`src/rtl/registro_id_ex_pkg.sv`:
```
// Shared widths, ALU function codes and the EX control bundle for the ID/EX pipeline register.
package registro_id_ex_pkg;

    localparam int unsigned ANCHO_DATOS   = 32;
    localparam int unsigned ANCHO_FUNC    = 4;
    localparam int unsigned ANCHO_REG     = 5;
    localparam int unsigned ANCHO_CONTROL = 6;

    typedef enum logic [ANCHO_FUNC-1:0] {
        AluAnd = 4'b0000,
        AluOr  = 4'b0001,
        AluAdd = 4'b0010,
        AluSub = 4'b0110,
        AluSlt = 4'b0111,
        AluNor = 4'b1100
    } alu_func_e;

    // Bit order matches {reg_escribir, destino_reg, mem_escribir, mem_leer, mem_a_reg, branch}.
    typedef struct packed {
        logic reg_escribir;
        logic destino_reg;
        logic mem_escribir;
        logic mem_leer;
        logic mem_a_reg;
        logic branch;
    } control_t;

    localparam control_t CONTROL_BURBUJA = '0;

    function automatic control_t empaquetar_control(
        input logic reg_escribir,
        input logic destino_reg,
        input logic mem_escribir,
        input logic mem_leer,
        input logic mem_a_reg,
        input logic branch
    );
        control_t c;
        c.reg_escribir = reg_escribir;
        c.destino_reg  = destino_reg;
        c.mem_escribir = mem_escribir;
        c.mem_leer     = mem_leer;
        c.mem_a_reg    = mem_a_reg;
        c.branch       = branch;
        return c;
    endfunction

endpackage

```
`src/rtl/registro_id_ex_detector_riesgos.sv`:
```
// Load-use hazard detector: purely combinational comparison of the EX load target against
// the source registers of the instruction sitting in decode.
module detector_riesgos
    import registro_id_ex_pkg::*;
(
    input  logic                 ex_mem_leer_i,
    input  logic                 ex_valido_i,
    input  logic [ANCHO_REG-1:0] ex_rt_i,
    input  logic [ANCHO_REG-1:0] id_rs_i,
    input  logic [ANCHO_REG-1:0] id_rt_i,
    input  logic                 id_valido_i,
    input  logic                 flush_i,
    output logic                 riesgo_o
);

    logic carga_en_ex;
    logic coincide_fuente;

    always_comb begin
        // Register zero is hardwired, so a load into it never creates a dependency.
        carga_en_ex     = ex_mem_leer_i & ex_valido_i & (ex_rt_i != '0);
        coincide_fuente = (ex_rt_i == id_rs_i) | (ex_rt_i == id_rt_i);
        riesgo_o        = carga_en_ex & coincide_fuente & id_valido_i & ~flush_i;
    end

endmodule

```
`src/rtl/registro_id_ex.sv`:
```
// ID/EX pipeline register with load-use stall insertion, branch flush and a saturating
// counter of inserted stall bubbles.
module registro_id_ex #(
    parameter int unsigned ANCHO_DATOS    = registro_id_ex_pkg::ANCHO_DATOS,
    parameter int unsigned ANCHO_CONTADOR = 16
) (
    input  logic                                  clk,
    input  logic                                  rst_n,

    input  logic [ANCHO_DATOS-1:0]                id_dato1,
    input  logic [ANCHO_DATOS-1:0]                id_dato2,
    input  logic [ANCHO_DATOS-1:0]                id_inmediato,
    input  logic [registro_id_ex_pkg::ANCHO_FUNC-1:0] id_alu_func,
    input  logic [registro_id_ex_pkg::ANCHO_REG-1:0]  id_rs,
    input  logic [registro_id_ex_pkg::ANCHO_REG-1:0]  id_rt,
    input  logic [registro_id_ex_pkg::ANCHO_REG-1:0]  id_rd,
    input  logic                                  id_reg_escribir,
    input  logic                                  id_destino_reg,
    input  logic                                  id_mem_escribir,
    input  logic                                  id_mem_leer,
    input  logic                                  id_mem_a_reg,
    input  logic                                  id_branch,
    input  logic                                  id_valido,
    input  logic                                  flush,

    output logic [ANCHO_DATOS-1:0]                ex_dato1,
    output logic [ANCHO_DATOS-1:0]                ex_dato2,
    output logic [ANCHO_DATOS-1:0]                ex_inmediato,
    output logic [registro_id_ex_pkg::ANCHO_FUNC-1:0] ex_alu_func,
    output logic [registro_id_ex_pkg::ANCHO_REG-1:0]  ex_rt,
    output logic [registro_id_ex_pkg::ANCHO_REG-1:0]  ex_rd,
    output logic                                  ex_valido,
    output logic                                  ex_reg_escribir,
    output logic                                  ex_destino_reg,
    output logic                                  ex_mem_escribir,
    output logic                                  ex_mem_leer,
    output logic                                  ex_mem_a_reg,
    output logic                                  ex_branch,

    output logic                                  riesgo,
    output logic                                  pc_escribir,
    output logic                                  if_id_escribir,
    output logic [ANCHO_CONTADOR-1:0]             cuenta_bloqueos
);

    import registro_id_ex_pkg::*;

    logic [ANCHO_DATOS-1:0]    dato1_q,     dato1_d;
    logic [ANCHO_DATOS-1:0]    dato2_q,     dato2_d;
    logic [ANCHO_DATOS-1:0]    inmediato_q, inmediato_d;
    logic [ANCHO_FUNC-1:0]     alu_func_q,  alu_func_d;
    logic [ANCHO_REG-1:0]      rt_q,        rt_d;
    logic [ANCHO_REG-1:0]      rd_q,        rd_d;
    logic                      valido_q,    valido_d;
    control_t                  control_q,   control_d;
    logic [ANCHO_CONTADOR-1:0] cuenta_q,    cuenta_d;

    control_t id_control;
    logic     burbuja;

    detector_riesgos u_detector_riesgos (
        .ex_mem_leer_i (control_q.mem_leer),
        .ex_valido_i   (valido_q),
        .ex_rt_i       (rt_q),
        .id_rs_i       (id_rs),
        .id_rt_i       (id_rt),
        .id_valido_i   (id_valido),
        .flush_i       (flush),
        .riesgo_o      (riesgo)
    );

    always_comb begin
        id_control = empaquetar_control(id_reg_escribir, id_destino_reg, id_mem_escribir,
                                        id_mem_leer, id_mem_a_reg, id_branch);
        burbuja    = riesgo | flush | ~id_valido;
    end

    // Bubbles clear only valid and control; the datapath words keep their previous contents.
    always_comb begin
        dato1_d     = dato1_q;
        dato2_d     = dato2_q;
        inmediato_d = inmediato_q;
        alu_func_d  = alu_func_q;
        rt_d        = rt_q;
        rd_d        = rd_q;
        valido_d    = 1'b0;
        control_d   = CONTROL_BURBUJA;

        if (!burbuja) begin
            dato1_d     = id_dato1;
            dato2_d     = id_dato2;
            inmediato_d = id_inmediato;
            alu_func_d  = id_alu_func;
            rt_d        = id_rt;
            rd_d        = id_rd;
            valido_d    = 1'b1;
            control_d   = id_control;
        end
    end

    // riesgo already excludes flush cycles, so flush bubbles never reach the counter.
    always_comb begin
        cuenta_d = cuenta_q;
        if (riesgo && (cuenta_q != '1)) begin
            cuenta_d = cuenta_q + ANCHO_CONTADOR'(1);
        end
    end

    always_ff @(posedge clk) begin
        if (!rst_n) begin
            dato1_q     <= '0;
            dato2_q     <= '0;
            inmediato_q <= '0;
            alu_func_q  <= '0;
            rt_q        <= '0;
            rd_q        <= '0;
            valido_q    <= 1'b0;
            control_q   <= CONTROL_BURBUJA;
            cuenta_q    <= '0;
        end else begin
            dato1_q     <= dato1_d;
            dato2_q     <= dato2_d;
            inmediato_q <= inmediato_d;
            alu_func_q  <= alu_func_d;
            rt_q        <= rt_d;
            rd_q        <= rd_d;
            valido_q    <= valido_d;
            control_q   <= control_d;
            cuenta_q    <= cuenta_d;
        end
    end

    always_comb begin
        ex_dato1        = dato1_q;
        ex_dato2        = dato2_q;
        ex_inmediato    = inmediato_q;
        ex_alu_func     = alu_func_q;
        ex_rt           = rt_q;
        ex_rd           = rd_q;
        ex_valido       = valido_q;
        ex_reg_escribir = control_q.reg_escribir;
        ex_destino_reg  = control_q.destino_reg;
        ex_mem_escribir = control_q.mem_escribir;
        ex_mem_leer     = control_q.mem_leer;
        ex_mem_a_reg    = control_q.mem_a_reg;
        ex_branch       = control_q.branch;
        pc_escribir     = ~riesgo;
        if_id_escribir  = ~riesgo;
        cuenta_bloqueos = cuenta_q;
    end

endmodule

```
`config.mk`:
```
export PLATFORM = sky130hd
export DESIGN_NAME = registro_id_ex
export DESIGN_NICKNAME = d
export VERILOG_FILES = /design/src/rtl/registro_id_ex_pkg.sv /design/src/rtl/registro_id_ex_detector_riesgos.sv /design/src/rtl/registro_id_ex.sv
export SDC_FILE = /design/constraint.sdc
export NUM_CORES = 1
export LEC_CHECK = 0
export ABC_AREA = 1
export CAP_MARGIN = 20
export CORE_ASPECT_RATIO = 1.25
export CORE_UTILIZATION = 40
export DETAILED_ROUTE_END_ITERATION = 8
export GPL_TIMING_DRIVEN = 0
export PLACE_DENSITY = 0.81
export SETUP_SLACK_MARGIN = 0.15
export SYNTH_ARGS = -nofsm -noshare
export SYNTH_HDL_FRONTEND = slang
export SYNTH_HIERARCHICAL = 1
export SYNTH_SLANG_ARGS = --single-unit
```
`constraint.sdc`:
```
create_clock -name clk -period 2.2 [get_ports clk]
set_input_delay 0.44 -clock clk [delete_from_list [all_inputs] [get_ports clk]]
set_output_delay 0.44 -clock clk [all_outputs]
set_load 0.005 [all_outputs]
```
==> key figures <==
Synthesis
  – Number of synthesized flops with an enable pin: 0
  – Compound-Gate Fraction of Synth Area: 12.2%
  – Post-synthesis sequential area ratio: 52.1%
  – Share of the synthesized area in the top cell type: 52.1%
  – Synth area leader: dfxtp_1
  – Number of distinct library cells after synthesis: 22
  – Mapped cell area: 0.00511 mm2
  – Most frequent cell after synthesis: nor2_1
  – Synth Register Bits: 133
  – Post-Synth XOR/XNOR Area: 0.515%
  – Post-synthesis mux area share: 0%
  – Syn avg cell area: 7.28 um2
  – Post-synthesis adder-cell area fraction: 0.245%
  – Top cells by area, synth: dfxtp_1 52%, nor2_1 20%, o21ai_0 11%
  – Post-Synth Simple-Gate Area: 28.8%
  – Warnings from Yosys: 6
  – Largest family of logic cells by synthesized area: simple AND/OR/NAND/NOR gates
  – Synth Flop Type: dfxtp_1
  – Syn Inst Count: 701
  – Async set-reset flop share out of synthesis: 0%
  – Synth cell count leaders: 276 x nor2_1, 133 x dfxtp_1, 111 x o21ai_0, 57 x nand2_1, 30 x inv_1
  – Mapped Nets: 827

Power
  – Sw Pwr: 1520 uW
  – Clk pwr share: 47.2%
  – Combinational group share of total power: 14.2%
  – Cell-internal power: 5280 uW
  – Peak supply drop: 466 uV
  – Power Density: 744 mW/mm2
  – Lkg Pwr: 0.00362 uW
  – Sequential share of power: 38.6%
  – Sw frac: 22.4%

Layout
  – Synthesis-to-layout area growth: 79.0%
  – Nets: 1,118
  – Share of layout cells above drive strength 1: 16.5%
  – Final cell count without fillers: 1,169

Critical path
  – Most common cell on crit path: buf_6
  – Critical Path AT: 1.79 ns
  – Cell family with most CP delay: buffers and inverters
  – Crit path kind: register to output pin
  – Worst path cell trace: inv_2 -> nand2_1 -> nand2_1 -> nor2_1 -> nand3_1 -> a21oi_4 -> buf_6 -> inv_4 -> buf_6 -> buf_6
  – Worst path slowest cell: dfxtp_4
  – Crit path buffers/inverters: 5
  – Largest stage delay, worst path: 0.37 ns
  – Nature of the critical path endpoint: output pin
  – Stages on worst setup path: 10
  – Setup crit start kind: register
  – R2r startpoint: ex_rt[4]
  – R2R Setup Slk: 0.08 ns
  – Reg-to-reg endpoint: ex_rt[2]
  – Crit path required time: 1.76 ns
  – Critical Path Fanout Max: 5
  – Reg2Reg Depth: 15

Place
  – Final RePlAce weighted congestion: 0.845
  – Dpl cells: 1,124
  – Port bufs: 259
  – Dpl hpwl: 11,700 um
  – Worst slack at placement: -0.630 ns

STA
  – FMAX: 0.448 GHz
  – Setup TNS: -0.0317 ns
  – Final period utilization: 101%
  – Min Clock Period, post-route: 2.23 ns
  – Rel. slew slack: 67.6%
  – Slew at the pin closest to its max-slew limit: 0.486 ns
  – Count of final max-slew check failures: 0
  – Final setup fails: 1
  – RSZ-0062 raised after global routing: true
  – Final hold violation count: 0
  – Worst Setup Slack, final: -0.0317 ns
  – Max Clock Skew: 0.00675 ns

Min path
  – Hold Crit Class: input port to register
  – Min-Delay Endpoint: cuenta_bloqueos[12]
  – HP Start: rst_n
  – Worst Hold Path Cells: 3

Flow run
  – Number of max-cap violations: 0

Die
  – Num rows: 45
  – Initial Util: 41.6%
  – Die area: 0.0132 mm2
  – Die height: 128 um
  – Die width: 103 um
  – Core Area: 0.0123 mm2
  – Ports: 261

Clocking
  – TritonCTS clock tree: yes
  – Root buffer cell: clkbuf_16
  – CTS H-tree depth: 4
  – CTS clock-pin slew for the worst setup and hold paths: 0.06 ns
  – Clock sinks: 133
  – Skew-Pair Late Insertion Delay: 0.41 ns
  – Total CTS buffers: 17
  – Largest buffer count on any clock path: 2

Route
  – # DRC: 0
  – DR vias: 5,546
  – Drt wl/cell: 14.8 um
  – Drt total wl: 17,300 um
  – Antenna viol nets, final: 0
  – DRT Pass-1 Iters: 5
  – 1st-iter DRT viols: 191
  – Via density: 4.74

Status
  – Failing checks: setup timing
  – Status: finished with violations

GRT
  – Gr ovfl total: 0
  – Vias in the first global route: 5,094
  – Tot GR Track Use: 25.3%
  – Largest net degree at the start of global routing: 17
  – Initial antenna violation count: 2
  – Global-route wire length before repair: 25,200 um
==> metal layers <==
metal / up-vias / share of wire (%) / track usage (%) / wire length (um)
li1: 2807 / - / - / -
met1: 2498 / 36 / 26.4 / 6260
met3: 37 / 7.8 / 9.38 / 1350
met5: - / 0.058 / 0 / 10
met2: 202 / 53 / 44.6 / 9210
met4: 2 / 2.6 / 11.2 / 448
==> kinds of logic (layout without fill, tap and decap cells) <==
kind of cell,Yosys count,after routing
DFF,133,133
xor gates and xnor gates,3,3
buffers and inverters,74,376
and+or+nand+nor,367,367
adders and majority gates,1,1
AOI/OAI and AO/OA,123,123
other,0,2
==> stage by stage <==
step	hold WS (ns)	cell area [um2]	power (uW)	util, %
after CTS	0.393	8790	6770	71.6
after detailed placement	0.471	7900	3540	64.4
after global placement	0.460	7900	3520	64.4
after floorplan	0.480	5110	2970	-
final	0.427	9140	6800	74.5
after global routing	0.441	9140	7050	74.4
==> area by class of cell <==
cell class / count / area, um2
Antenna cell: 2 / 5.00
Clock inverter: 12 / 228
Clock buffer: 18 / 439
Fill cell: 945 / 3130
Inverter: 34 / 138
Buffer: 40 / 334
Multi-Input combinational cell: 494 / 2400
Tap cell: 164 / 205
Sequential cell: 133 / 2680
Timing Repair Buffer: 272 / 2710
==> how the worst max path moves through the flow <==
stage	from	end	slack, ns
2_1_floorplan	id_rt[4]	cuenta_bloqueos[13]	0.46
3_3_place_gp	id_rt[4]	pc_escribir	-0.61
3_5_place_dp	id_rt[4]	ex_dato2[11]	-0.63
4_1_cts	ex_rt[1]	pc_escribir	-0.0002
5_1_grt	ex_rt[4]	pc_escribir	-0.10
6_report	ex_rt[4]	pc_escribir	-0.03
==> layout by cell type (no fill, tap or decap), types with 2 or more instances in the layout <==
cell,synthesis,routed
nand2_2,5,8
o21ai_2,0,16
nand3_4,0,2
inv_6,0,2
clkbuf_1,23,11
clkbuf_2,0,3
nand3_2,1,5
clkbuf_16,0,17
inv_4,0,2
clkinv_4,0,3
dlygate4sd2_1,0,10
buf_2,14,4
a21oi_1,10,10
diode_2,0,2
nand2_1,57,51
nand4_1,4,4
dfxtp_4,0,4
nand2_4,0,3
nor2_2,5,22
o21ai_1,0,57
dfxtp_1,133,128
o21ai_0,111,38
buf_8,0,4
buf_6,1,19
nand3_1,16,10
clkbuf_8,0,4
clkdlybuf4s50_1,0,245
bufinv_16,0,6
inv_2,4,10
buf_4,2,11
inv_1,30,21
nor2_1,276,249
nor2_4,2,12
==> power by group through the flow <==
stage	logic, uW	clock network, uW	registers, uW
floorplan	284	0	2680
global placement	858	0	2670
detailed placement	867	0	2670
CTS	906	3240	2620
global route	1050	3350	2640
finish	966	3210	2620
==> what timing repair did <==
action,4_1_cts,5_1_grt
pin swaps,6,15
setup endpoints to repair,124,132
resized for setup,88,182
gates cloned,2,0
setup buffers,8,3
hold buffers,0,0
==> worst register-to-register path, cell delays in order (launching register included) <==
cell and delay (ns):
dfxtp_4 0.37, inv_2 0.06, nand2_1 0.06, nand2_1 0.07, nor2_1 0.13, nand3_1 0.14
a21oi_4 0.19, buf_6 0.13, buf_4 0.10, nor2_4 0.04, nand2_4 0.13, buf_12 0.12
buf_6 0.14, buf_4 0.19, o21ai_1 0.07, nor2_1 0.11
No activity file was read; power rests on OpenSTA's default activity.
